## src/rtl/stage_sequencer.sv

```systemverilog
// Five-stage instruction sequencer: steps Fetch..Write Back, decodes datapath enables from the
// current stage, and bounds the memory-write handshake with a timeout.
module stage_sequencer #(
    parameter int unsigned CNT_W    = 16,
    parameter int unsigned WAIT_MAX = 15,
    parameter int unsigned NOP_SKIP = 1
) (
    input  logic             Clock,
    input  logic             Reset_L,
    input  logic             Run,
    input  logic             Stall,
    input  logic             NOP_FLAG,
    input  logic             WillWriteTo_Memory_H_RF_L,
    input  logic             Mem_Ready,
    output logic [2:0]       Stage,
    output logic             IR_Enable,
    output logic             PC_Enable,
    output logic             RA_Enable,
    output logic             RB_Enable,
    output logic             RZ_Enable,
    output logic             RM_Enable,
    output logic             RY_Enable,
    output logic             MEM_Read,
    output logic             MEM_Write,
    output logic             RF_WRITE,
    output logic             Mem_Timeout,
    output logic [CNT_W-1:0] Instr_Count
);

    localparam int unsigned WaitW = (WAIT_MAX < 1) ? 1 : $clog2(WAIT_MAX + 1);

    typedef enum logic [2:0] {
        StIdle      = 3'd0,
        StFetch     = 3'd1,
        StDecode    = 3'd2,
        StExecute   = 3'd3,
        StMemory    = 3'd4,
        StWriteBack = 3'd5
    } stage_e;

    stage_e             stage_q, stage_d;
    logic               nop_q, nop_d;
    logic               wr_q, wr_d;
    logic [WaitW-1:0]   wait_q, wait_d;
    logic               timeout_q, timeout_d;
    logic [CNT_W-1:0]   count_q, count_d;
    logic               retire;
    logic               mem_wr_pending;

    // Stage 4 owns a real RAM write only for non-NOP memory-destination instructions.
    assign mem_wr_pending = (stage_q == StMemory) && wr_q && !nop_q;

    always_ff @(posedge Clock or negedge Reset_L) begin
        if (!Reset_L) begin
            stage_q   <= StIdle;
            nop_q     <= 1'b0;
            wr_q      <= 1'b0;
            wait_q    <= '0;
            timeout_q <= 1'b0;
            count_q   <= '0;
        end else begin
            stage_q   <= stage_d;
            nop_q     <= nop_d;
            wr_q      <= wr_d;
            wait_q    <= wait_d;
            timeout_q <= timeout_d;
            count_q   <= count_d;
        end
    end

    always_comb begin
        stage_d   = stage_q;
        nop_d     = nop_q;
        wr_d      = wr_q;
        wait_d    = wait_q;
        timeout_d = timeout_q;
        retire    = 1'b0;
        // Stall freezes everything, including the write-wait counter.
        if (!Stall) begin
            unique case (stage_q)
                StIdle: begin
                    if (Run) stage_d = StFetch;
                end
                StFetch: begin
                    stage_d = StDecode;
                end
                StDecode: begin
                    nop_d = NOP_FLAG;
                    wr_d  = WillWriteTo_Memory_H_RF_L;
                    if ((NOP_SKIP != 0) && NOP_FLAG) begin
                        stage_d = Run ? StFetch : StIdle;
                        retire  = 1'b1;
                    end else begin
                        stage_d = StExecute;
                    end
                end
                StExecute: begin
                    stage_d = StMemory;
                end
                StMemory: begin
                    if (!mem_wr_pending || Mem_Ready) begin
                        stage_d = StWriteBack;
                        wait_d  = '0;
                    end else if (wait_q == WaitW'(WAIT_MAX)) begin
                        stage_d   = StWriteBack;
                        timeout_d = 1'b1;
                        wait_d    = '0;
                    end else begin
                        wait_d = wait_q + WaitW'(1);
                    end
                end
                StWriteBack: begin
                    stage_d = Run ? StFetch : StIdle;
                    retire  = 1'b1;
                end
                default: begin
                    stage_d = StIdle;
                end
            endcase
        end
        count_d = retire ? count_q + CNT_W'(1) : count_q;
    end

    always_comb begin
        IR_Enable = 1'b0;
        PC_Enable = 1'b0;
        RA_Enable = 1'b0;
        RB_Enable = 1'b0;
        RZ_Enable = 1'b0;
        RM_Enable = 1'b0;
        RY_Enable = 1'b0;
        MEM_Read  = 1'b0;
        MEM_Write = 1'b0;
        RF_WRITE  = 1'b0;
        if (!Stall) begin
            unique case (stage_q)
                StFetch: begin
                    IR_Enable = 1'b1;
                    PC_Enable = 1'b1;
                    MEM_Read  = 1'b1;
                end
                StDecode: begin
                    // The NOP flag is live here; it is only latched at the end of this stage.
                    RA_Enable = !NOP_FLAG;
                    RB_Enable = !NOP_FLAG;
                end
                StExecute: begin
                    RZ_Enable = !nop_q;
                    RM_Enable = !nop_q;
                end
                StMemory: begin
                    RY_Enable = !nop_q;
                    MEM_Write = wr_q && !nop_q;
                end
                StWriteBack: begin
                    RF_WRITE = !wr_q && !nop_q;
                end
                default: ;
            endcase
        end
    end

    assign Stage       = stage_q;
    assign Mem_Timeout = timeout_q;
    assign Instr_Count = count_q;

endmodule

```

## config.mk

```make
export PLATFORM = sky130hd
export DESIGN_NAME = stage_sequencer
export DESIGN_NICKNAME = d
export VERILOG_FILES = /design/src/rtl/stage_sequencer.sv
export SDC_FILE = /design/constraint.sdc
export NUM_CORES = 1
export LEC_CHECK = 0
export CORE_ASPECT_RATIO = 2
export CORE_MARGIN = 2
export CORE_UTILIZATION = 54
export CTS_BUF_LIST = sky130_fd_sc_hd__clkbuf_8
export CTS_CLUSTER_DIAMETER = 60
export CTS_CLUSTER_SIZE = 28
export DETAILED_ROUTE_END_ITERATION = 12
export PLACE_DENSITY = 0.88
export SYNTH_ARGS = -nofsm -noshare
export SYNTH_HDL_FRONTEND = slang
export SYNTH_SLANG_ARGS = --single-unit
```

## constraint.sdc

```tcl
create_clock -name Clock -period 3.45 [get_ports Clock]
set_input_delay 0.5175 -clock Clock [delete_from_list [all_inputs] [get_ports Clock]]
set_output_delay 0.5175 -clock Clock [all_outputs]
set_load 0.05 [all_outputs]
```

==> key figures <==
Synth
  – YS warnings: 0
  – Count of cell types in the netlist: 41
  – Syn avg cell area: 10.4 um^2
  – Post-Syn Area: 1410 um^2
  – Synth async-reset ratio: 100%
  – Cells after Synth: about 140
  – Top-count cell post-synth: dfrtp_1
  – Post-synth top area share: a little under half
  – Seq cells post-synth: 26
  – Post-synthesis sequential area ratio: 46.3%
  – Synth top area cells: dfrtp_1 (46%), xnor2_1 (5.6%), nand2_1 (4.3%)
  – Post-synth EDFFs: 0
  – Post-synth top area cell: dfrtp_1
  – Commonest cells in the netlist: dfrtp_1 (26), nand2_1 (16), nor2_1 (9), xnor2_1 (9), nand3_1 (7)
  – Main synth FF type: dfrtp_1
  – Post-Syn Nets: 144

CTS
  – CTS resizes: 0
  – CTS Root Buffer Type: clkbuf_8
  – Clk slew on worst S/H paths: approximately 0.080 ns
  – CTS max path bufs: 2
  – Post-CTS Setup Bufs: 0
  – CTS Hold Buffers Added: 0
  – Cts bufs inserted: 3
  – CTS H-tree depth: 1
  – Clk_lat worst skew: 0.27 ns
  – CTS sink count: 26
  – CTS tree: done

Worst setup path
  – Worst EP required: roughly 2.9 ns
  – Worst r2r src: Stage[1]$_DFFE_PN0P_
  – Max FO, Critical Path: 8
  – Worst path cell trace: clkdlybuf4s50_1 -> buf_4 -> nor4_1 -> clkdlybuf4s50_1
  – WS Path Type: input pin to output pin
  – Most frequent CP cell: clkdlybuf4s50_1
  – Crit. Startpoint: Stall
  – WP data arrival: around 2.4 ns
  – Crit start category: input pin
  – Crit path largest cell delay: around 0.89 ns
  – Slowest cell on crit path: clkdlybuf4s50_1
  – Critical Path Sink Type: output pin

STA
  – Final setup fails: 0
  – Worst Skew: approximately 0.0029 ns
  – Setup TNS: 0 ns
  – Max Clock Freq: 0.339 GHz
  – Fin crit period: slightly below 3 ns
  – Relative slew slack: about a quarter
  – Final Hold Viols: 0
  – Crit share post-route: 85.6%
  – Hold Slack: 0.475 ns
  – Slew of the pin with the lowest slew margin: 1.13 ns
  – Final slew viol count: 0
  – RSZ-0062 raised after global routing: false

Layout
  – Antenna diode instance count: 0
  – Register area: 651 um^2
  – Multi-input gate area: 676 um^2
  – Nets: 177
  – Layout cell share with drive strength beyond 1: 10.2%
  – Area delta synth->final: 27.3%
  – Design area: 1790 um^2
  – Fillers: 193

Route
  – 1st-iter DRT viols: 16
  – DRC: 0
  – Post-route ant nets: 0
  – Vias: 1,103
  – Detailed Routing Iterations Pass 1: 4
  – Via-per-instance ratio: 5.66
  – Post-DR wirelength/cell: roughly 15 um
  – Routed wire length: 2.94 mm

Floorplanning
  – Top-Level Pins: 37
  – Row count: 26
  – Core ar.: between 2000 and 3000 um^2
  – Die H: roughly 76 um
  – Die ar.: approximately 3100 um^2
  – Initial Utilization: 56.1%
  – Chip width: 40.1 um

Power and ir drop
  – Worst vdd ir: 0.641 mV
  – Pwr Total: 1.31 mW
  – Power Dens Cells: 731 nW/um^2
  – LEAKAGE: 0.746 nW

Global route
  – Largest net degree at the start of global routing: 27
  – Total track usage: 22.9%
  – Gr ovfl total: 0
  – Vias in the first global route: 1,125
  – Initial antenna violation count: 0
  – First-pass GRT wire length: around 5.0 mm

Placed design
  – DP HPWL: 2.31 mm
  – Placed instance area: 1740 um^2
  – RD Place Congestion: 0.784
  – Port Buffer Count: 36

Status
  – Status: complete, no violations

Min path
  – Worst hold path class: register to register
  – Hold path start: Mem_Timeout$_DFFE_PN0P_

Run
  – Max-cap violations: 0
==> layout by cell type, fill, tap and decap left out, drive strengths merged, types with 2 or more instances in the layout <==
| master | instances |
|---|---|
| a211oi | 3 |
| a21oi | 2 |
| buf | 3 |
| clkbuf | 4 |
| clkdlybuf4s50 | 34 |
| dfrtp | 26 |
| ha | 2 |
| inv | 3 |
| mux2 | 3 |
| nand2 | 16 |
| nand2b | 5 |
| nand3 | 7 |
| nand3b | 2 |
| nand4 | 2 |
| nor2 | 9 |
| nor3 | 6 |
| nor4 | 2 |
| o21ai | 6 |
| o31ai | 2 |
| xnor2 | 9 |
| xor2 | 6 |
==> stage by stage <==
stage / instances / utilization [%] / worst slack (ns)
5_1_grt: 195 / 71.5 / 0.365
3_5_place_dp: 191 / 69.3 / 0.492
4_1_cts: 195 / 71.5 / 0.471
6_report: 195 / 71.5 / 0.498
3_3_place_gp: 191 / 69.3 / 0.568
2_1_floorplan: 135 / - / 0.00324
==> cell type report <==
type                       count  share of cell area [%]
clock buffer                   4                    3.07
inverter                       3                   0.629
multi-input combinational     97                    37.7
sequential                    26                    36.3
tap                           28                    1.96
timing repair buffer          37                    20.3
==> where the power goes <==
part	switching, mW	internal [mW]
Clock	0.0931	0.102
Combinational	0.387	0.230
Sequential	0.125	0.371
Total	0.606	0.703
==> registers in the layout, summed over array words and instances (netlist names) <==
signal and cells:
Mem_Timeout 1, nop_q 1, Instr_Count 16, wr_q 1, wait_q 4, Stage 3
==> worst max-delay path: cells and delay by family <==
family | cells | cell delay, ns
buf+inv | 3 | 1.58
simple gates | 1 | 0.34
==> routing by layer <==
metal  GRT usage (%)  part of all wire, %  vias up
li1                -                    -      529
met1            25.6                   35      531
met4            8.28                  2.3        0
met3            2.92                  4.2        6
met5               0                    0        -
met2            40.3                   58       37
==> path summary, 6_finish.rpt <==
path,to,slack (ns),cells after the start
worst max-delay path,RA_Enable,0.50,4
worst min-delay path,Mem_Timeout$_DFFE_PN0P_,0.48,2
worst max register to register,wait_q[0]$_DFFE_PN0P_,1.71,4
worst min register to register,Mem_Timeout$_DFFE_PN0P_,0.48,2
max in group asynchronous,wait_q[0]$_DFFE_PN0P_,1.93,1
min in group asynchronous,Mem_Timeout$_DFFE_PN0P_,0.85,1
==> kinds of logic (layout without fill, tap and decap cells) <==
group	after synthesis	count (layout)	synth area share, %
simple gates	57	57	23.3
flops	26	26	46.3
compound gates	20	20	11.2
xor+xnor	15	15	9.34
buf+inv	12	44	5.69
mux	3	3	2.40
fa+ha+maj	2	2	1.78
Power figures use the tool's default switching activity.
